--- src/rtl/alu_arbiter.sv ---
// Round-robin arbiter sharing one combinational ALU between the execute stage (port 0)
// and the address/branch-compare unit (port 1); one operation in flight at a time.
module alu_arbiter #(
    parameter int unsigned XLEN  = 32,
    parameter int unsigned TAG_W = 2
) (
    input  logic             clk_i,
    input  logic             rst_ni,
    input  logic             flush_i,

    input  logic             req0_valid_i,
    output logic             req0_ready_o,
    input  logic [6:0]       req0_funct7_i,
    input  logic [2:0]       req0_funct3_i,
    input  logic [XLEN-1:0]  req0_a_i,
    input  logic [XLEN-1:0]  req0_b_i,
    input  logic [TAG_W-1:0] req0_tag_i,

    input  logic             req1_valid_i,
    output logic             req1_ready_o,
    input  logic [6:0]       req1_funct7_i,
    input  logic [2:0]       req1_funct3_i,
    input  logic [XLEN-1:0]  req1_a_i,
    input  logic [XLEN-1:0]  req1_b_i,
    input  logic [TAG_W-1:0] req1_tag_i,

    output logic [6:0]       alu_funct7_o,
    output logic [2:0]       alu_funct3_o,
    output logic [XLEN-1:0]  alu_a_o,
    output logic [XLEN-1:0]  alu_b_o,
    input  logic [XLEN-1:0]  alu_result_i,
    input  logic [3:0]       alu_flags_i,

    output logic             rsp_valid_o,
    input  logic             rsp_ready_i,
    output logic             rsp_id_o,
    output logic [TAG_W-1:0] rsp_tag_o,
    output logic [XLEN-1:0]  rsp_result_o,
    output logic [3:0]       rsp_flags_o
);

    typedef enum logic [1:0] {StIdle, StExec, StResp} state_e;

    state_e            state_q, state_d;
    logic              last_q;
    logic              grant0, grant1, accept;
    logic [6:0]        alu_funct7_q;
    logic [2:0]        alu_funct3_q;
    logic [XLEN-1:0]   alu_a_q, alu_b_q;
    logic              rsp_id_q;
    logic [TAG_W-1:0]  rsp_tag_q;
    logic [XLEN-1:0]   rsp_result_q;
    logic [3:0]        rsp_flags_q;

    always_ff @(posedge clk_i) begin
        if (!rst_ni) begin
            state_q <= StIdle;
        end else begin
            state_q <= state_d;
        end
    end

    always_comb begin
        state_d = state_q;
        unique case (state_q)
            StIdle:  if (accept) state_d = StExec;
            StExec:  state_d = flush_i ? StIdle : StResp;
            StResp:  if (flush_i || rsp_ready_i) state_d = StIdle;
            default: state_d = StIdle;
        endcase
    end

    always_comb begin
        // last_q == 1 means port 1 was served most recently, so port 0 has priority.
        grant0       = req0_valid_i & (~req1_valid_i | last_q);
        grant1       = req1_valid_i & ~grant0;
        req0_ready_o = rst_ni & (state_q == StIdle) & ~flush_i & grant0;
        req1_ready_o = rst_ni & (state_q == StIdle) & ~flush_i & grant1;
        accept       = req0_ready_o | req1_ready_o;
        rsp_valid_o  = (state_q == StResp);
    end

    always_ff @(posedge clk_i) begin
        if (!rst_ni) begin
            last_q       <= 1'b1;
            alu_funct7_q <= '0;
            alu_funct3_q <= '0;
            alu_a_q      <= '0;
            alu_b_q      <= '0;
            rsp_id_q     <= 1'b0;
            rsp_tag_q    <= '0;
            rsp_result_q <= '0;
            rsp_flags_q  <= '0;
        end else begin
            if (accept) begin
                last_q       <= grant1;
                alu_funct7_q <= grant1 ? req1_funct7_i : req0_funct7_i;
                alu_funct3_q <= grant1 ? req1_funct3_i : req0_funct3_i;
                alu_a_q      <= grant1 ? req1_a_i : req0_a_i;
                alu_b_q      <= grant1 ? req1_b_i : req0_b_i;
                rsp_id_q     <= grant1;
                rsp_tag_q    <= grant1 ? req1_tag_i : req0_tag_i;
            end
            if (state_q == StExec && !flush_i) begin
                rsp_result_q <= alu_result_i;
                rsp_flags_q  <= alu_flags_i;
            end
        end
    end

    assign alu_funct7_o = alu_funct7_q;
    assign alu_funct3_o = alu_funct3_q;
    assign alu_a_o      = alu_a_q;
    assign alu_b_o      = alu_b_q;
    assign rsp_id_o     = rsp_id_q;
    assign rsp_tag_o    = rsp_tag_q;
    assign rsp_result_o = rsp_result_q;
    assign rsp_flags_o  = rsp_flags_q;

endmodule

--- config.mk ---
export PLATFORM = sky130hd
export DESIGN_NAME = alu_arbiter
export DESIGN_NICKNAME = d
export VERILOG_FILES = /design/src/rtl/alu_arbiter.sv
export SDC_FILE = /design/constraint.sdc
export NUM_CORES = 1
export LEC_CHECK = 0
export ABC_AREA = 1
export CORE_MARGIN = 2
export CORE_UTILIZATION = 25
export DETAILED_ROUTE_END_ITERATION = 8
export PLACE_DENSITY = 0.53
export SLEW_MARGIN = 15
export SYNTH_ARGS = -nofsm -noshare
export SYNTH_HDL_FRONTEND = slang
export SYNTH_SLANG_ARGS = --single-unit
--- constraint.sdc ---
create_clock -name clk_i -period 3.9 [get_ports clk_i]
set_clock_uncertainty 0.15 [all_clocks]
set_input_delay 0.975 -clock clk_i [delete_from_list [all_inputs] [get_ports clk_i]]
set_output_delay 0.975 -clock clk_i [all_outputs]
set_load 0.03 [all_outputs]
==> results of run 1 <==
-- state kept, by name, indices dropped and copies added, names as in the netlist --
signal        count
alu_a_o          32
alu_b_o          32
rsp_result_o     32
alu_funct7_o      7
rsp_flags_o       4
alu_funct3_o      3
rsp_tag_o         2
state_q           2
last_q            1
rsp_id_o          1
-- layer usage --
metal / vias up / track usage / share of wire / routed length, um
met5: - / 0 / 0 / 0
met4: 0 / 0.0534 / 0.015 / 301
met3: 16 / 0.0695 / 0.092 / 1800
met2: 196 / 0.276 / 0.47 / 9190
met1: 2658 / 0.186 / 0.43 / 8350
li1: 3306 / - / - / -
-- power by group --
part | total, W | internal [W] | leakage, nW | switching (W)
clock network | 0.00158 | 0.000956 | 0.283 | 0.000622
registers | 0.00130 | 0.00126 | 0.949 | 0.0000369
logic | 0.000847 | 0.000408 | 3.21 | 0.000439
-- final timing paths --
path / end / slack, ns / cells past startpoint
max: req0_ready_o / 0.60 / 5
min: rsp_id_o / 0.32 / 2
max reg2reg: alu_funct7_o[1] / 1.98 / 8
min reg2reg: rsp_id_o / 0.32 / 2
-- critical path, delay by kind of cell --
kind,cells,cell delay (ns)
and+or+nand+nor,1,0.09
buffers and inverters,3,0.75
AOI/OAI and AO/OA,1,0.36
-- layout make-up --
class                           instances  area (um^2)
Tap cell                              285          357
Clock inverter                         15          169
Antenna cell                            2         5.00
Multi-Input combinational cell        581         2460
Sequential cell                       116         2320
Timing Repair Buffer                  317         3170
Inverter                              162          608
Clock buffer                           17          425
Fill cell                            2359        12900
-- logic make-up after synthesis --
kind of cell | share of synthesized area
and+or+nand+nor | 0.326
buffers and inverters | 0.158
AOI/OAI and AO/OA | 0.106
DFF | 0.410
-- cells in the final DEF (no fill, tap or decap), types with 3 or more instances in the layout --
master	count
clkdlybuf4s50_1	306
nor2_1	226
inv_1	160
nand2_1	157
dfxtp_1	116
nand3_1	77
o21ai_1	64
o21ai_0	48
clkbuf_16	17
buf_4	9
inv_6	5
clkinvlp_4	3
clkinv_4	3
-- stage by stage --
| stage | setup WS (ns) | cells |
|---|---|---|
| after floorplan | 0.840 | 918 |
| after global placement | 0.603 | 1461 |
| after detailed placement | 0.590 | 1461 |
| after CTS | 0.582 | 1493 |
| after global routing | 0.521 | 1495 |
| final | 0.595 | 1495 |
==> impl_metrics.py, run 1 <==
metrics = {
    "clock_tree": {
        "post_cts_buffers": 0,
        "postCtsHoldBufs": 0,
        "insertion_delay_ns": 0.41,
        "numCtsBuffers": 17,
        "cts_sinks": 116,
        "htreeDepth": 4,
        "clockRootBuffer": "clkbuf_16",
        "cts_tree": "built",
        "clk_pin_slew_worst_paths_ns": 0.06,
        "cts_buffer_depth": 2,
        "cts_resized": 0,
    },
    "logic_synthesis": {
        "synthFlopType": "dfxtp_1",
        "synth_top_area_frac": 0.410,
        "netlist_area_um2": 5670,
        "synth_edf_count": 0,
        "synth_cell_types": 18,
        "ys_top_cells_by_area": "dfxtp_1 41%, nor2_1 15%, inv_1 11%",
        "syn-num-nets": 1112,
        "yosysMostFrequentCell": "nor2_1",
        "syn_avg_cell_area_um2": 6.17,
        "async_flop_share": 0,
        "yosys-top-cells-count": "226 x nor2_1, 160 x inv_1, 157 x nand2_1",
        "yosys_warnings": 0,
        "synth_seq_cells": 116,
        "yosys.area.top_type": "dfxtp_1",
        "synth-seq-area-share": 0.410,
        "syn-instance-count": 918,
    },
    "floorplanning": {
        "die_height_um": 155,
        "pin_count": 310,
        "rows": 55,
        "initial_utilization": 0.253,
        "dieArea_um2": 23900,
        "core_um2": 22400,
        "dieWidth_um": 155,
    },
    "place": {
        "place_hpwl_um": 13400,
        "io_buffers": 309,
        "place.gp.congestion": 0.701,
        "dpl_cell_area_um2": 8920,
    },
    "routing": {
        "wire_per_inst_um": 13.1,
        "drtAntennaViolNets": 0,
        "post-route-drc-count": 0,
        "drt_iter0_drc": 271,
        "wirelength_um": 19600,
        "drt_first_pass_iters": 4,
        "vias": 6176,
        "viasPerCell": 4.13,
    },
    "worst_setup_path": {
        "crit-reg2reg-launch": "state_q[1]",
        "critPathCaptureType": "output pin",
        "critPathRequiredTime_ns": 2.77,
        "slowest_delay_ns": 0.52,
        "worstPathCellList": "clkdlybuf4s50_1, a21boi_1, nand2_2, inv_1, buf_4",
        "path_max_fanout": 2,
        "crit_start": "req0_valid_i",
        "startpoint_type": "primary input",
        "crit_slowest_cell": "clkdlybuf4s50_1",
        "critPathKind": "primary input to output pin",
        "arrival_ns": 2.18,
    },
    "timing": {
        "drv_slew": 0,
        "finalSetupViolCount": 0,
        "rsz0062_at_grt": "no",
        "tns_ns": 0,
        "worstMarginPinSlew_ns": 0.918,
        "hold_viol": 0,
        "finalWorstPathRequiredPeriod_ns": 3.30,
        "maxSlewHeadroom": 0.388,
        "period_share": 0.847,
        "fmax_mhz": 303,
        "hold-worst-slack_ns": 0.317,
    },
    "pwr": {
        "power.total_w": 0.00373,
        "p_leak_nw": 4.45,
        "p_per_area_nw_per_um2": 392,
        "ir_drop_uv": 241,
    },
    "grt": {
        "gr-total-overflow": 0,
        "grt_pass1_vias": 5993,
        "grtUsageTotal": 0.163,
        "grt_pass1_wl_um": 31200,
        "grt_start_max_net_pins": 153,
        "antenna_found_initial": 2,
    },
    "layout": {
        "area_growth_pct": 67.9,
        "fin_area_um2": 9520,
        "final_nets": 1389,
        "drive_gt1_frac": 0.0422,
        "utilization": 0.424,
    },
    "hold_path": {
        "hold_class": "flip-flop to flip-flop",
        "hp-start": "rsp_id_o",
    },
    "outcome": {
        "run_status": "completed",
    },
    "run": {
        "cap_violations": 0,
    },
}
Power figures use the tool's default switching activity.
==> run 2: changes to the inputs <==
PLACE_DENSITY = 0.55   (was 0.53)
clock period = 3.01 ns   (was 3.9 ns; I/O delays follow)
==> run 2 against run 1 <==
Core utilization rose by 0.32 points; flip-flop and latch count did not move; first-iteration DRC count rose by 4.8%.
==> impl_metrics.py, run 2 (synthesis results as in run 1) <==
metrics = {
    "outcome": {
        "run_status": "completed",
    },
    "clock_tree": {
        "clk_pin_slew_worst_paths_ns": 0.06,
        "postCtsHoldBufs": 0,
        "cts_resized": 0,
        "cts_tree": "built",
        "htreeDepth": 4,
        "post_cts_buffers": 0,
        "cts_sinks": 116,
        "numCtsBuffers": 17,
        "clockRootBuffer": "clkbuf_16",
        "insertion_delay_ns": 0.40,
        "cts_buffer_depth": 2,
    },
    "floorplanning": {
        "die_height_um": 155,
        "dieWidth_um": 155,
        "initial_utilization": 0.253,
        "dieArea_um2": 23900,
        "rows": 55,
        "core_um2": 22400,
        "pin_count": 310,
    },
    "layout": {
        "seq_area_um2": 2320,
        "final_nets": 1390,
        "mostFrequentLayoutCell": "clkdlybuf4s50_1",
        "nFillCells": 2355,
        "utilization": 0.427,
        "fin_area_um2": 9590,
        "multi_input_area_um2": 2460,
        "drive_gt1_frac": 0.0414,
        "area_growth_pct": 69.1,
        "antenna_cells": 0,
        "layout_common_cells": "306 x clkdlybuf4s50_1, 226 x nor2_1, 160 x inv_1",
    },
    "timing": {
        "worstMarginPinSlew_ns": 0.660,
        "period_share": 0.929,
        "drv_slew": 0,
        "finalWorstPathRequiredPeriod_ns": 2.80,
        "maxSlewHeadroom": 0.559,
        "tns_ns": 0,
        "fmax_mhz": 358,
        "rsz0062_at_grt": "no",
        "finalSetupViolCount": 0,
        "hold-worst-slack_ns": 0.319,
        "hold_viol": 0,
    },
    "routing": {
        "drtAntennaViolNets": 0,
        "wire_per_inst_um": 13.1,
        "drt_iter0_drc": 284,
        "vias": 6181,
        "post-route-drc-count": 0,
        "wirelength_um": 19600,
        "drt_first_pass_iters": 4,
        "viasPerCell": 4.14,
    },
    "hold_path": {
        "hp-start": "rsp_id_o",
        "hold_class": "flip-flop to flip-flop",
    },
    "grt": {
        "grt_start_max_net_pins": 153,
        "gr-total-overflow": 0,
        "grtUsageTotal": 0.163,
        "antenna_found_initial": 0,
        "grt_pass1_vias": 6045,
        "grt_pass1_wl_um": 31300,
    },
    "place": {
        "dpl_cell_area_um2": 8960,
        "place.gp.congestion": 0.750,
        "place_hpwl_um": 13100,
        "io_buffers": 309,
    },
    "pwr": {
        "p_leak_nw": 4.50,
        "ir_drop_uv": 325,
        "power.total_w": 0.00496,
        "p_per_area_nw_per_um2": 517,
    },
    "worst_setup_path": {
        "crit_start": "flush_i",
        "crit-reg2reg-launch": "last_q",
        "arrival_ns": 1.89,
        "path_max_fanout": 3,
        "startpoint_type": "primary input",
        "critPathRequiredTime_ns": 2.11,
        "critPathCaptureType": "output pin",
        "ff2ff_setup_slack_ns": 1.29,
        "critPathKind": "primary input to output pin",
    },
    "run": {
        "cap_violations": 0,
    },
}
-- run 2: layer usage --
metal	global-route usage	up-vias	wire (um)
met4	0.0353	0	139
met1	0.197	2666	8460
met3	0.0737	8	1850
li1	-	3315	-
met5	0	-	0
met2	0.267	192	9130
-- run 2: layout make-up --
type / count / area share
Sequential cell: 116 / 0.242
Tap cell: 285 / 0.0372
Multi-Input combinational cell: 581 / 0.256
Clock inverter: 12 / 0.0187
Inverter: 162 / 0.0634
Clock buffer: 20 / 0.0466
Timing Repair Buffer: 318 / 0.335
-- run 2: critical path: stages --
cell             delay [ns]
clkdlybuf4s50_1        0.41
inv_1                  0.06
nand2_1                0.08
nor2_2                 0.24
nand2_2                0.12
inv_1                  0.07
buf_4                  0.16
-- run 2: final timing paths --
check                                    end  cells past startpoint
worst min-delay path                rsp_id_o                      2
worst max-delay path            req1_ready_o                      7
worst min register to register      rsp_id_o                      2
worst max register to register   alu_a_o[24]                      6
-- run 2: power breakdown --
group | leakage [nW] | total, W | switching [W] | internal, W
clock | 0.308 | 0.00217 | 0.000760 | 0.00141
combinational | 3.24 | 0.00110 | 0.000567 | 0.000532
sequential | 0.949 | 0.00169 | 0.0000495 | 0.00164
-- run 2: per-stage QoR --
step                cells  worst slack (ns)
finish               1494             0.213
global route         1494            0.0645
CTS                  1494             0.177
detailed placement   1462             0.179
global placement     1462             0.179
floorplan             918             0.395
==> run 3: changes to the inputs <==
--- a/config.mk
+++ b/config.mk
@@ -7,3 +7,2 @@
 export LEC_CHECK = 0
-export ABC_AREA = 1
 export CORE_MARGIN = 2
@@ -11,3 +10,3 @@
 export DETAILED_ROUTE_END_ITERATION = 8
-export PLACE_DENSITY = 0.55
+export PLACE_DENSITY = 0.56
 export SLEW_MARGIN = 15
==> constraint.sdc (replaced) <==
create_clock -name clk_i -period 3.3 [get_ports clk_i]
set_clock_uncertainty 0.15 [all_clocks]
set_input_delay 0.825 -clock clk_i [delete_from_list [all_inputs] [get_ports clk_i]]
set_output_delay 0.825 -clock clk_i [all_outputs]
set_load 0.01 [all_outputs]
==> run 3 against run 2 <==
Worst hold slack got worse by 0.0044 ns; cell area decreased by 9.3%; critical path depth decreased by 3; worst setup slack got worse by 0.067 ns; critical endpoint is now req0_ready_o.
==> impl_metrics.py, run 3 <==
metrics = {
    "pwr": {
        "power.total_w": 0.00395,
        "p_leak_nw": 3.01,
        "ir_drop_uv": 338,
        "p_per_area_nw_per_um2": 455,
    },
    "routing": {
        "drtAntennaViolNets": 0,
        "drt_first_pass_iters": 4,
        "drt_iter0_drc": 151,
        "wire_per_inst_um": 17.9,
        "viasPerCell": 4.92,
        "vias": 4980,
        "post-route-drc-count": 0,
        "wirelength_um": 18100,
    },
    "logic_synthesis": {
        "synthFlopType": "dfxtp_1",
        "ys_top_cells_by_area": "dfxtp_1 47%, o221a_2 17%, o32a_1 16%",
        "syn-num-nets": 653,
        "synth_top_area_frac": 0.474,
        "yosys_warnings": 0,
        "synth_edf_count": 0,
        "synth-seq-area-share": 0.474,
        "synth_seq_cells": 116,
        "netlist_area_um2": 4900,
        "yosysMostFrequentCell": "dfxtp_1",
        "syn-instance-count": 459,
        "async_flop_share": 0,
        "syn_avg_cell_area_um2": 10.7,
        "yosys-top-cells-count": "116 x dfxtp_1, 76 x o32a_1, 74 x o221a_2",
        "yosys.area.top_type": "dfxtp_1",
        "synth_cell_types": 27,
    },
    "floorplanning": {
        "dieWidth_um": 144,
        "dieArea_um2": 20700,
        "core_um2": 19300,
        "pin_count": 310,
        "rows": 51,
        "initial_utilization": 0.253,
        "die_height_um": 144,
    },
    "hold_path": {
        "hold_class": "flip-flop to flip-flop",
    },
    "layout": {
        "fin_area_um2": 8700,
        "utilization": 0.450,
        "final_cell_count_no_fill": 1013,
        "antenna_cells": 0,
        "drive_gt1_frac": 0.170,
        "mostFrequentLayoutCell": "clkdlybuf4s50_1",
        "final_nets": 930,
        "layout_common_cells": "306 x clkdlybuf4s50_1, 116 x dfxtp_1, 76 x o32a_1",
        "area_growth_pct": 77.6,
    },
    "timing": {
        "finalSetupViolCount": 0,
        "setup_slack_ns": 0.147,
        "fmax_mhz": 317,
        "period_share": 0.956,
        "drv_slew": 0,
        "hold_viol": 0,
        "maxSlewHeadroom": 0.216,
        "finalWorstPathRequiredPeriod_ns": 3.15,
        "rsz0062_at_grt": "no",
        "worstMarginPinSlew_ns": 1.18,
    },
    "worst_setup_path": {
        "arrival_ns": 2.18,
        "ff2ff_setup_slack_ns": 1.03,
        "endpoint": "req0_ready_o",
        "worstPathCellList": "clkdlybuf4s50_1, or4b_4, nor3_1, buf_2",
        "crit-reg2reg-launch": "state_q[1]",
        "worstSetupPathDepth": 4,
        "path_buf_inv": 2,
        "critPathKind": "primary input to output pin",
        "startpoint_type": "primary input",
        "path_max_fanout": 6,
        "crit_family": "simple AND/OR/NAND/NOR gates",
        "crit_start": "flush_i",
        "reg2reg_depth": 5,
        "slowest_delay_ns": 0.54,
        "critPathCaptureType": "output pin",
        "r2r_end": "alu_a_o[31]",
        "crit_slowest_cell": "or4b_4",
        "critPathRequiredTime_ns": 2.32,
    },
    "clock_tree": {
        "insertion_delay_ns": 0.40,
        "clockRootBuffer": "clkbuf_16",
        "clk_pin_slew_worst_paths_ns": 0.05,
        "htreeDepth": 4,
        "numCtsBuffers": 17,
        "cts_sinks": 116,
        "cts_buffer_depth": 2,
        "cts_tree": "built",
    },
    "place": {
        "dpl_cell_area_um2": 8170,
        "pre_cts_ws_ns": -0.326,
        "place_hpwl_um": 12300,
        "io_buffers": 309,
        "dp.cells": 982,
        "place.gp.congestion": 0.730,
    },
    "grt": {
        "grt_pass1_vias": 4852,
        "grtUsageTotal": 0.167,
        "gr-total-overflow": 0,
        "grt_start_max_net_pins": 116,
        "grt_pass1_wl_um": 26500,
        "antenna_found_initial": 0,
    },
    "run": {
        "cap_violations": 0,
    },
    "outcome": {
        "run_status": "completed",
    },
}
-- run 3: changes by cell type after synthesis, sizes merged, moves of 11 or more --
cell	delta
a21boi	+35
clkbuf	+11
inv	-161
nand2	-87
nand3	-77
nor2	-225
o21ai	-112
o221a	+76
o32a	+76
-- run 3: area by class of cell --
type | count | area [um^2]
clock buffers | 20 | 447
clock inverters | 11 | 87.6
fillers | 1850 | 10600
inverters | 2 | 7.51
multi-input cells | 278 | 2300
flip-flops and latches | 116 | 2320
well taps | 265 | 332
repair buffers | 321 | 3200
-- run 3: cell families after synthesis --
family          synth area share
simple gates              0.0744
buf+inv                   0.0585
compound gates             0.393
flops                      0.474
-- run 3: worst min path at each step --
stage / startpoint / to / depth (start not counted)
after CTS: rsp_result_o[0] / rsp_result_o[0] / 2
after global placement: rsp_result_o[8] / rsp_result_o[8] / 2
final: rsp_flags_o[1] / rsp_flags_o[1] / 2
after global routing: rsp_result_o[28] / rsp_result_o[28] / 2
after detailed placement: rsp_result_o[0] / rsp_result_o[0] / 2
after floorplan: last_q / last_q / 1
-- run 3: per-layer routing --
layer / routed length [um] / track usage / part of all wire
met5: 0 / 0 / 0
met4: 282 / 0.0511 / 0.016
met3: 1560 / 0.0636 / 0.086
met2: 8830 / 0.283 / 0.49
met1: 7440 / 0.196 / 0.41
-- run 3: worst register-to-register path, cell delays in order (launching register included) --
cell	delay [ns]
dfxtp_1	0.36
or4b_4	0.61
buf_4	0.35
nor2_4	0.27
buf_12	0.24
o221a_2	0.25
-- run 3: what timing repair did --
action / 4_1_cts / 5_1_grt
setup buffers: 0 / 0
setup endpoints to repair: 2 / 2
hold buffers: 0 / 0
resized for setup: 5 / 3
-- run 3: per-stage QoR --
stage / TNS [ns] / hold slack [ns]
2_1_floorplan: 0 / 0.314
3_3_place_gp: -0.567 / 0.304
3_5_place_dp: -0.591 / 0.311
4_1_cts: 0 / 0.318
5_1_grt: 0 / 0.341
6_report: 0 / 0.315
-- run 3: where the power goes --
part	switching [W]	internal [W]	leakage [nW]
combinational	0.000277	0.000482	1.80
sequential	0.0000416	0.00148	0.948
clock	0.000635	0.00104	0.261
total	0.000954	0.00300	3.01
